==> src/rtl/tx_ctrl_pkg.sv <==
// Shared types and default widths for the TX sweep sequencer.
package tx_ctrl_pkg;

   localparam int DEF_PW_I = 19;   // phase / frequency word width
   localparam int DEF_IW   = 16;   // baseband sample width
   localparam int DEF_DW   = 16;   // dwell counter width

   // Largest amplitude that keeps the scaled output inside the signed sample range.
   localparam logic [DEF_IW-1:0] AMP_MAX = DEF_IW'((1 << (DEF_IW - 1)) - 1);

   typedef enum logic [1:0] {
      ST_IDLE      = 2'd0,
      ST_RAMP_UP   = 2'd1,
      ST_SWEEP     = 2'd2,
      ST_RAMP_DOWN = 2'd3
   } tx_state_t;

endpackage

==> src/rtl/tx_amp_scaler.sv <==
// One baseband channel scaled by an unsigned amplitude: (bb * amp) >>> (IW-1).
// Two register stages: product, then shifted/truncated output.
module tx_amp_scaler
   import tx_ctrl_pkg::*;
#(
   parameter int IW = DEF_IW
) (
   input  logic                 sys_clk,
   input  logic                 rst_n,
   input  logic signed [IW-1:0] i_bb,
   input  logic [IW-2:0]        i_amp,
   output logic signed [IW-1:0] o_tx
);

   // Operands widened to the exact product width so the multiply never truncates.
   logic signed [2*IW-2:0] w_bb_ext;
   logic signed [2*IW-2:0] w_amp_ext;
   logic signed [2*IW-2:0] w_prod;
   logic signed [2*IW-2:0] r_prod;

   assign w_bb_ext  = {{(IW-1){i_bb[IW-1]}}, i_bb};
   assign w_amp_ext = {{IW{1'b0}}, i_amp};
   assign w_prod    = w_bb_ext * w_amp_ext;

   // Product stage, then arithmetic shift (floor) into the output register.
   always_ff @(posedge sys_clk or negedge rst_n) begin
      if (!rst_n) begin
         r_prod <= '0;
         o_tx   <= '0;
      end else begin
         r_prod <= w_prod;
         o_tx   <= IW'(r_prod >>> (IW - 1));
      end
   end

endmodule

==> src/rtl/tx_sweep_ctrl.sv <==
// TX channel sequencer: amplitude ramp-up, stepped frequency sweep with dwell,
// amplitude ramp-down. Configuration is shadowed at run start.
module tx_sweep_ctrl
   import tx_ctrl_pkg::*;
#(
   parameter int PW_I = DEF_PW_I,
   parameter int IW   = DEF_IW,
   parameter int DW   = DEF_DW
) (
   input  logic                 sys_clk,
   input  logic                 rst_n,
   input  logic                 ce_up,
   input  logic                 start,
   input  logic                 abort,
   input  logic [PW_I-1:0]      cfg_f_start,
   input  logic [PW_I-1:0]      cfg_f_stop,
   input  logic [PW_I-1:0]      cfg_f_step,
   input  logic [DW-1:0]        cfg_dwell,
   input  logic [IW-1:0]        cfg_amp,
   input  logic [IW-1:0]        cfg_amp_step,
   input  logic                 cfg_loop,
   input  logic signed [IW-1:0] bb_x,
   input  logic signed [IW-1:0] bb_y,
   output logic signed [IW-1:0] tx_x,
   output logic signed [IW-1:0] tx_y,
   output logic [PW_I-1:0]      phase_out,
   output logic [PW_I-1:0]      ftw_out,
   output logic                 busy,
   output logic                 done
);

   localparam logic [IW-2:0] L_AMP_MAX = '1;

   tx_state_t        r_state;
   logic [PW_I-1:0]  r_freq;
   logic [PW_I-1:0]  r_phase;
   logic [IW-2:0]    r_amp;       // never exceeds the clamp, so IW-1 bits suffice
   logic [DW-1:0]    r_dwell;
   logic             r_done;

   // Shadow copies of the configuration, frozen for the whole run.
   logic [PW_I-1:0]  r_f_start;
   logic [PW_I-1:0]  r_f_stop;
   logic [PW_I-1:0]  r_f_step;
   logic [DW-1:0]    r_dwell_max;
   logic [IW-2:0]    r_amp_tgt;
   logic [IW-1:0]    r_amp_step;
   logic             r_loop;

   logic             w_start_ok;
   logic [PW_I:0]    w_f_next;     // one extra bit so the step comparison sees overflow
   logic [IW:0]      w_up_sum;
   logic             w_up_reach;
   logic             w_down_zero;

   assign w_start_ok  = (r_state == ST_IDLE) && start;
   assign w_f_next    = {1'b0, r_freq} + {1'b0, r_f_step};
   assign w_up_sum    = {2'b00, r_amp} + {1'b0, r_amp_step};
   assign w_up_reach  = (r_amp_step == '0) || (w_up_sum >= {2'b00, r_amp_tgt});
   assign w_down_zero = (r_amp_step == '0) || (r_amp_step >= {1'b0, r_amp});

   // Capture configuration when a run is accepted; clamp amplitude to the safe maximum.
   always_ff @(posedge sys_clk or negedge rst_n) begin
      if (!rst_n) begin
         r_f_start   <= '0;
         r_f_stop    <= '0;
         r_f_step    <= '0;
         r_dwell_max <= '0;
         r_amp_tgt   <= '0;
         r_amp_step  <= '0;
         r_loop      <= 1'b0;
      end else if (w_start_ok) begin
         r_f_start   <= cfg_f_start;
         r_f_stop    <= cfg_f_stop;
         r_f_step    <= cfg_f_step;
         r_dwell_max <= cfg_dwell;
         r_amp_tgt   <= cfg_amp[IW-1] ? L_AMP_MAX : cfg_amp[IW-2:0];
         r_amp_step  <= cfg_amp_step;
         r_loop      <= cfg_loop;
      end
   end

   // Phase accumulator: cleared at run start, free-running (wrapping) while active.
   always_ff @(posedge sys_clk or negedge rst_n) begin
      if (!rst_n) begin
         r_phase <= '0;
      end else if (w_start_ok) begin
         r_phase <= '0;
      end else if (r_state != ST_IDLE) begin
         r_phase <= r_phase + r_freq;
      end
   end

   // Run sequencing: amplitude ramps, dwell counting and frequency stepping.
   always_ff @(posedge sys_clk or negedge rst_n) begin
      if (!rst_n) begin
         r_state <= ST_IDLE;
         r_freq  <= '0;
         r_amp   <= '0;
         r_dwell <= '0;
         r_done  <= 1'b0;
      end else begin
         r_done <= 1'b0;
         case (r_state)
            ST_IDLE: begin
               if (start) begin
                  r_state <= ST_RAMP_UP;
                  r_freq  <= cfg_f_start;
                  r_amp   <= '0;
                  r_dwell <= '0;
               end
            end
            ST_RAMP_UP: begin
               if (abort) begin
                  r_state <= ST_RAMP_DOWN;
               end else if (ce_up) begin
                  if (w_up_reach) begin
                     r_amp   <= r_amp_tgt;
                     r_state <= ST_SWEEP;
                  end else begin
                     r_amp <= w_up_sum[IW-2:0];
                  end
               end
            end
            ST_SWEEP: begin
               if (abort) begin
                  r_state <= ST_RAMP_DOWN;
               end else if (ce_up) begin
                  if (r_dwell == r_dwell_max) begin
                     r_dwell <= '0;
                     if (w_f_next <= {1'b0, r_f_stop}) begin
                        r_freq <= w_f_next[PW_I-1:0];
                     end else if (r_loop) begin
                        r_freq <= r_f_start;
                     end else begin
                        r_state <= ST_RAMP_DOWN;
                     end
                  end else begin
                     r_dwell <= r_dwell + 1'b1;
                  end
               end
            end
            ST_RAMP_DOWN: begin
               if (ce_up) begin
                  if (w_down_zero) begin
                     r_amp   <= '0;
                     r_state <= ST_IDLE;
                     r_done  <= 1'b1;
                  end else begin
                     r_amp <= r_amp - r_amp_step[IW-2:0];
                  end
               end
            end
            default: r_state <= ST_IDLE;
         endcase
      end
   end

   logic signed [IW-1:0] w_bb [2];
   logic signed [IW-1:0] w_tx [2];

   assign w_bb[0] = bb_x;
   assign w_bb[1] = bb_y;

   generate
      for (genvar gi = 0; gi < 2; gi++) begin : g_scale
         tx_amp_scaler #(.IW(IW)) u_scaler (
            .sys_clk (sys_clk),
            .rst_n   (rst_n),
            .i_bb    (w_bb[gi]),
            .i_amp   (r_amp),
            .o_tx    (w_tx[gi])
         );
      end
   endgenerate

   assign tx_x      = w_tx[0];
   assign tx_y      = w_tx[1];
   assign phase_out = r_phase;
   assign ftw_out   = r_freq;
   assign busy      = (r_state != ST_IDLE);
   assign done      = r_done;

endmodule

==> config.mk <==
export PLATFORM = sky130hd
export DESIGN_NAME = tx_sweep_ctrl
export DESIGN_NICKNAME = d
export VERILOG_FILES = /design/src/rtl/tx_ctrl_pkg.sv /design/src/rtl/tx_amp_scaler.sv /design/src/rtl/tx_sweep_ctrl.sv
export SDC_FILE = /design/constraint.sdc
export NUM_CORES = 2
export LEC_CHECK = 0
export BUFFER_PORTS_ARGS = -buffer_cell sky130_fd_sc_hd__buf_2
export CORE_ASPECT_RATIO = 0.7
export CORE_MARGIN = 2
export CORE_UTILIZATION = 40
export DETAILED_ROUTE_END_ITERATION = 12
export GPL_ROUTABILITY_DRIVEN = 0
export HOLD_SLACK_MARGIN = 0.02
export SLEW_MARGIN = 25
export SYNTH_ARGS = -nofsm -noshare
export SYNTH_HDL_FRONTEND = slang
export SYNTH_SLANG_ARGS = --single-unit
==> constraint.sdc <==
create_clock -name sys_clk -period 17.2 [get_ports sys_clk]
set_input_delay 0.86 -clock sys_clk [delete_from_list [all_inputs] [get_ports sys_clk]]
set_output_delay 0.86 -clock sys_clk [all_outputs]
set_load 0.005 [all_outputs]
# Yosys cells after proc, flatten, opt, wreduce, memory -nomap -nowiden
# Cells that the tools add are included.
# op_classes
addsub	5
mul	2
n_lt_le_gt_ge	3
n_eq_ne	19
n_mux	37
reduce_logical	13
# op_table
operator	count
$mux W19	8
$mux W15	7
$mux W16	4
$mul A16 B16 Y31	2
$pmux W15 S3	1
$pmux W19 S2	1
$pmux W16 S2	1
$mux W2	11
$ne A3 B3 Y1 const B	7
$add A19 B19 Y20	1
$le A20 B19 Y1	1
$add A19 B19 Y19	1
$add A15 B16 Y17	1
$ge A17 B15 Y1	1
$add A16 B1 Y16 const B	1
$eq A16 B16 Y1	1
$ge A16 B15 Y1	1
$logic_not A16 Y1	1
$ne A2 B2 Y1 const B	8
$sub A15 B15 Y15	1
$reduce_and A9 Y1	1
$pmux W2 S4	1
$reduce_and A6 Y1	1
$reduce_bool A2 Y1	3
9 further kinds	13
# totals
reg_bits	271
input_bits	143
output_inout_bits	72
elab_cells	96

# Longest topological paths before layout
# logic_depth
ltp_word	7
mapped_depth	25

# By module
# A second synthesis with hierarchy kept.
# hier_totals
cells_unflattened	3293
area_unflattened_um2	31597.8
# modules_own_cells
module	instances	cells_each	area_each_um2	seq_area_each_um2
tx_sweep_ctrl	1	1227	11918.9	4429.2
tx_amp_scaler (g_scale[1].u_scaler)	1	1033	9868.2	800.8
tx_amp_scaler (g_scale[0].u_scaler)	1	1033	9810.7	800.8

# Worst setup path after synthesis
# Ideal clock, no wire load.
# synth_path
path_kind	in2reg
start	input bb_y[15]
end	register g_scale[1].u_scaler.r_prod[29]
setup_time_ns	0.094
arrival_time_ns	6.425
t_required_ns	17.106
path_slack_ns	10.681
stages	19
cell_sequence	clkbuf_1 -> nand2_1 -> fa_1 -> fa_1 -> inv_1 -> fa_1 -> fa_1 -> fa_1 -> inv_1 -> fa_1 -> inv_1 -> ha_1 -> nand4_1 -> or2_2 -> nor4_1 -> nor2_1 -> a211oi_1 -> o21ai_0 -> a211oi_1
# synth_between
elab_chain_cells	1
# synth_lines
element	line_no	source
start, declared	tx_sweep_ctrl.sv:23	input logic signed [IW-1:0] bb_y,
$mul A16 B16 Y31	tx_amp_scaler.sv:23	assign w_prod = w_bb_ext * w_amp_ext;
via g_scale[1].u_scaler.w_prod[29]	tx_amp_scaler.sv:18	logic signed [2*IW-2:0] w_prod;
end signal, assigned	tx_amp_scaler.sv:31	r_prod <= w_prod;
end, declared	tx_amp_scaler.sv:19	logic signed [2*IW-2:0] r_prod;
# The timed path passes the listed nets, and every way through them passes these cells.
# A chain may end at the register's enable or synchronous reset.

# Worst setup path after layout
# layout_path
start	register r_amp[1]
end	register g_scale[1].u_scaler.r_prod[29]
# layout_between
elab_chain_cells	1
# layout_lines
element	line_no	source
start, declared	tx_sweep_ctrl.sv:37	logic [IW-2:0] r_amp;
start signal, assigned	tx_sweep_ctrl.sv:118	r_amp <= r_amp_tgt;
start signal, assigned	tx_sweep_ctrl.sv:121	r_amp <= w_up_sum[IW-2:0];
start signal, assigned	tx_sweep_ctrl.sv:150	r_amp <= r_amp - r_amp_step[IW-2:0];
$mul A16 B16 Y31	tx_amp_scaler.sv:23	
via g_scale[1].u_scaler.w_prod[29]	tx_amp_scaler.sv:18	
# The timed path passes the listed nets, and every way through them passes these cells.

==> results.md <==
- The flow ran to the end, and the final reports show no timing, DRC or antenna violations.
- For the worst-skew pair, the clock arrives at the later sink with an insertion delay of 0.60 ns.
- Synthesis produced 3295 cells.
- Traced cell by cell, the critical path runs through buf_4, nand2_1, fa_1, fa_1, inv_1, fa_1, fa_1, fa_1, inv_1, fa_1, inv_1, ha_1, nand4_1, or2_2, nor4_2, nor2_1, a211oi_1, o21ai_0, a211oi_1.
- The row count is 85.
- The number of gates resized after CTS was 0.
- The buffer and inverter count on the worst path is 4.
- Hold is met by 0.271 ns.
- The smallest clock period supported by the final layout is computed as 7.44 ns.
- The number of nets in the synthesized netlist is 4194.
- The global-route wire length before repair is 134000 um.
- Setup repair after global routing left no endpoint under its margin.
- The die height is 239 um.
- In the final routing, the length of wire on met1 measures 42500 um.
- Before antenna repair, the detailed router went through 6 iterations.
- CTS saw 241 sinks.
- After global routing the overflow that remains totals 0.
- The post-detailed-route count of antenna-violating nets is 0.
- The required time of the worst setup path is 17.69 ns.
- The nature of the critical path endpoint is a register.
- The TritonCTS clock tree is yes.
- The top layer used by detailed routing is met5.
- For this configuration, the core starts out at a cell density of 0.407.
- The synthesized cell area is 31500 um^2.
- The share of cells above drive strength 1 is 0.119.
- The number of hold buffers added after CTS is 0.
- Counting distinct cell types in the post-synthesis netlist gives 82.
- Of the synthesized area, sequential elements account for 0.192.
- The width of the die is 339 um.
- The total of endpoints with negative setup slack in the final report is 0.
- The worst setup path is of the register to register kind.
- The worst slack at placement is 9.43 ns.
- The kind of cell adding the most delay to the critical path is adder cells.
- The remaining routing DRC violations is 0.
- The number of maximum-capacitance constraint violations is 0.
- The highest attainable clock frequency is 134 MHz.
- The maximum number of pins on one net before global-route repair is 163.
- The worst path meets setup with 9.76 ns of slack.
- The maximum count of clock buffers along a single path is 3.
- The final hold violation count is 0.
- The predominant post-synthesis flop cell is sky130_fd_sc_hd__dfrtp_1.
- The area enclosed by the die boundary is 80900 um^2.
- For this run, the slowest stage of the critical path takes 0.78 ns.
- Clock-pin slew was measured on the worst setup and hold paths at 0.06 ns.
- The first routing iteration left 1632 violations.
- The level count of the clock H-tree is 1.
- Averaged over all synthesized cells, the footprint is 9.54 um^2.
- The number of global-route vias before repair is 22700.
- The flip-flop and latch count after synthesis is 241.
- The average wire length per cell after detail routing is 18.7 um.
- The global routing usage summed across all routing layers is 0.212.
- For the pin with the worst max-slew slack, the measured transition is 1.01 ns.
- After the last flow step, the layout net total stands at 4333.
- The largest driver fanout on the critical path is 36.
- Yosys mapped a number of flops with a built-in enable equal to 0.
- The final number of max-transition violations is 0.
- The number of setup buffers added after CTS is 0.
- The initial antenna violation count is 3.
- Headroom to the max-slew limit came out at 0.328.
- The cell chosen for the clock root is sky130_fd_sc_hd__clkbuf_16.
- After detailed routing, the met3 layer carries 6410 um of wire.
- The final clock skew is 0.0162 ns.
- The via density per instance is 5.03.
- The sum of routed wire length over all layers is 84200 um.
- The number of top-level pins is 215.
- The slowest stage of the critical path is the sky130_fd_sc_hd__fa_1 cell.
- The routed layout has 22600 vias.
- The routed length on met2 is 33600 um.
- In this run the tool buffered the top-level ports with 214 buffer cells.
- The area growth from synthesis to final layout is 9.56%.
- The final HPWL from detailed placement is 65500 um.
- Dividing the final minimum period by the clock period gives 0.432.
- The number of warnings issued by yosys is 0.
- The arrival time reported for the critical path endpoint is 7.93 ns.
- The type of the tightest min-delay check is input pin to asynchronous set/reset pin.
- By instance count, the cell type seen most on the critical path is sky130_fd_sc_hd__fa_1.
- After synthesis, the share of flip-flops with an asynchronous set or reset is 1.00.
- The area of the core is 77300 um^2.
- The worst setup path is launched from a register.
- The total clock buffers created by CTS is 29.
- The total negative slack is 0 ns.
-- registers in the layout, summed over array words and instances, names as in the netlist --
signal                   flops
done                         1
ftw_out                     19
g_scale.u_scaler.o_tx       32
g_scale.u_scaler.r_prod     32
phase_out                   19
r_amp                       15
r_amp_step                  16
r_amp_tgt                   15
r_dwell                     16
r_dwell_max                 16
r_f_start                   19
r_f_step                    19
r_f_stop                    19
r_loop                       1
r_state                      2
-- stage by stage --
| step | area, um^2 | std cells | utilization |
|---|---|---|---|
| final | 34500 | 4498 | 0.446 |
| after global routing | 34500 | 4498 | 0.446 |
| after CTS | 34400 | 4497 | 0.446 |
| after detailed placement | 33500 | 4447 | 0.433 |
| after global placement | 33500 | 4447 | 0.433 |
| after floorplan | 31500 | 3295 | - |
-- worst paths after layout --
path / cells after the start / slack, ns / endpoint / from
setup / recovery: 19 / 9.76 / g_scale[1].u_scaler.r_prod[29] / r_amp[1]
hold / removal: 1 / 0.27 / g_scale[1].u_scaler.o_tx[1] / rst_n
setup reg to reg: 19 / 9.76 / g_scale[1].u_scaler.r_prod[29] / r_amp[1]
hold reg to reg: 0 / 0.34 / g_scale[1].u_scaler.o_tx[10] / g_scale[1].u_scaler.r_prod[25]
max in group asynchronous: 2 / 15.51 / r_f_start[12] / rst_n
min in group sys_clk: 0 / 0.34 / g_scale[1].u_scaler.o_tx[10] / g_scale[1].u_scaler.r_prod[25]
-- per-layer routing --
metal	vias up	global-route usage
met5	-	0
li1	10600	-
met3	72	0.0462
met1	11300	0.336
met2	638	0.293
met4	4	0.0412
-- area by class of cell --
class	count	area [um^2]
Timing Repair Buffer	238	1270
Clock buffer	40	817
Multi-Input combinational cell	2266	22400
Fill cell	7580	42900
Antenna cell	1	2.50
Tap cell	1044	1310
Inverter	658	2470
Clock inverter	10	115
Sequential cell	241	6030
-- logic make-up (layout without fill, tap and decap cells) --
family	count (synthesis)	in the layout	synth area share
compound gates	389	389	0.0808
xor+xnor	118	118	0.0329
fa+ha+maj	756	756	0.416
buf+inv	788	946	0.0952
flops	241	241	0.192
mux	120	120	0.0429
other cells	0	1	0
simple gates	883	883	0.140
-- cell usage after synthesis (51+ instances only) --
library cell / n / area share
sky130_fd_sc_hd__a21oi_1: 101 / 0.016
sky130_fd_sc_hd__mux2_2: 105 / 0.038
sky130_fd_sc_hd__o21ai_0: 92 / 0.015
sky130_fd_sc_hd__clkbuf_1: 115 / 0.014
sky130_fd_sc_hd__dfrtp_1: 241 / 0.19
sky130_fd_sc_hd__nand2_1: 326 / 0.039
sky130_fd_sc_hd__ha_1: 272 / 0.11
sky130_fd_sc_hd__fa_1: 484 / 0.31
sky130_fd_sc_hd__xor2_1: 51 / 0.014
sky130_fd_sc_hd__and2_1: 232 / 0.046
sky130_fd_sc_hd__xnor2_1: 67 / 0.019
sky130_fd_sc_hd__nor2_1: 100 / 0.012
sky130_fd_sc_hd__nand3_1: 52 / 0.0083
sky130_fd_sc_hd__inv_1: 658 / 0.079
-- placed cells by master (no fill, tap or decap), types with 9 or more instances in the layout --
cell | Yosys | final
sky130_fd_sc_hd__and3_1 | 12 | 12
sky130_fd_sc_hd__a21o_1 | 30 | 30
sky130_fd_sc_hd__nand2b_1 | 18 | 18
sky130_fd_sc_hd__nand4_1 | 19 | 19
sky130_fd_sc_hd__nor2b_1 | 18 | 18
sky130_fd_sc_hd__nor4_1 | 14 | 13
sky130_fd_sc_hd__o21ai_0 | 92 | 92
sky130_fd_sc_hd__a21oi_1 | 101 | 101
sky130_fd_sc_hd__nor3_1 | 45 | 45
sky130_fd_sc_hd__a211oi_1 | 16 | 16
sky130_fd_sc_hd__nand3_1 | 52 | 52
sky130_fd_sc_hd__mux2i_1 | 11 | 11
sky130_fd_sc_hd__xnor2_1 | 67 | 67
sky130_fd_sc_hd__xor2_1 | 51 | 51
sky130_fd_sc_hd__buf_4 | 1 | 23
sky130_fd_sc_hd__dfrtp_1 | 241 | 241
sky130_fd_sc_hd__o31ai_1 | 11 | 11
sky130_fd_sc_hd__mux2_2 | 105 | 105
sky130_fd_sc_hd__fa_1 | 484 | 484
sky130_fd_sc_hd__and2_1 | 232 | 232
sky130_fd_sc_hd__o21bai_1 | 11 | 11
sky130_fd_sc_hd__nand2_1 | 326 | 325
sky130_fd_sc_hd__a31oi_1 | 31 | 31
sky130_fd_sc_hd__ha_1 | 272 | 271
sky130_fd_sc_hd__nand3b_1 | 9 | 9
sky130_fd_sc_hd__clkbuf_16 | 0 | 29
sky130_fd_sc_hd__inv_1 | 658 | 658
sky130_fd_sc_hd__buf_2 | 9 | 213
sky130_fd_sc_hd__or3_1 | 15 | 15
sky130_fd_sc_hd__nor2_1 | 100 | 100
sky130_fd_sc_hd__o21a_1 | 17 | 17
Power is left out: the tool's default activity adds up to more than one toggle a clock period on the data nets, which glitch-free logic cannot reach.
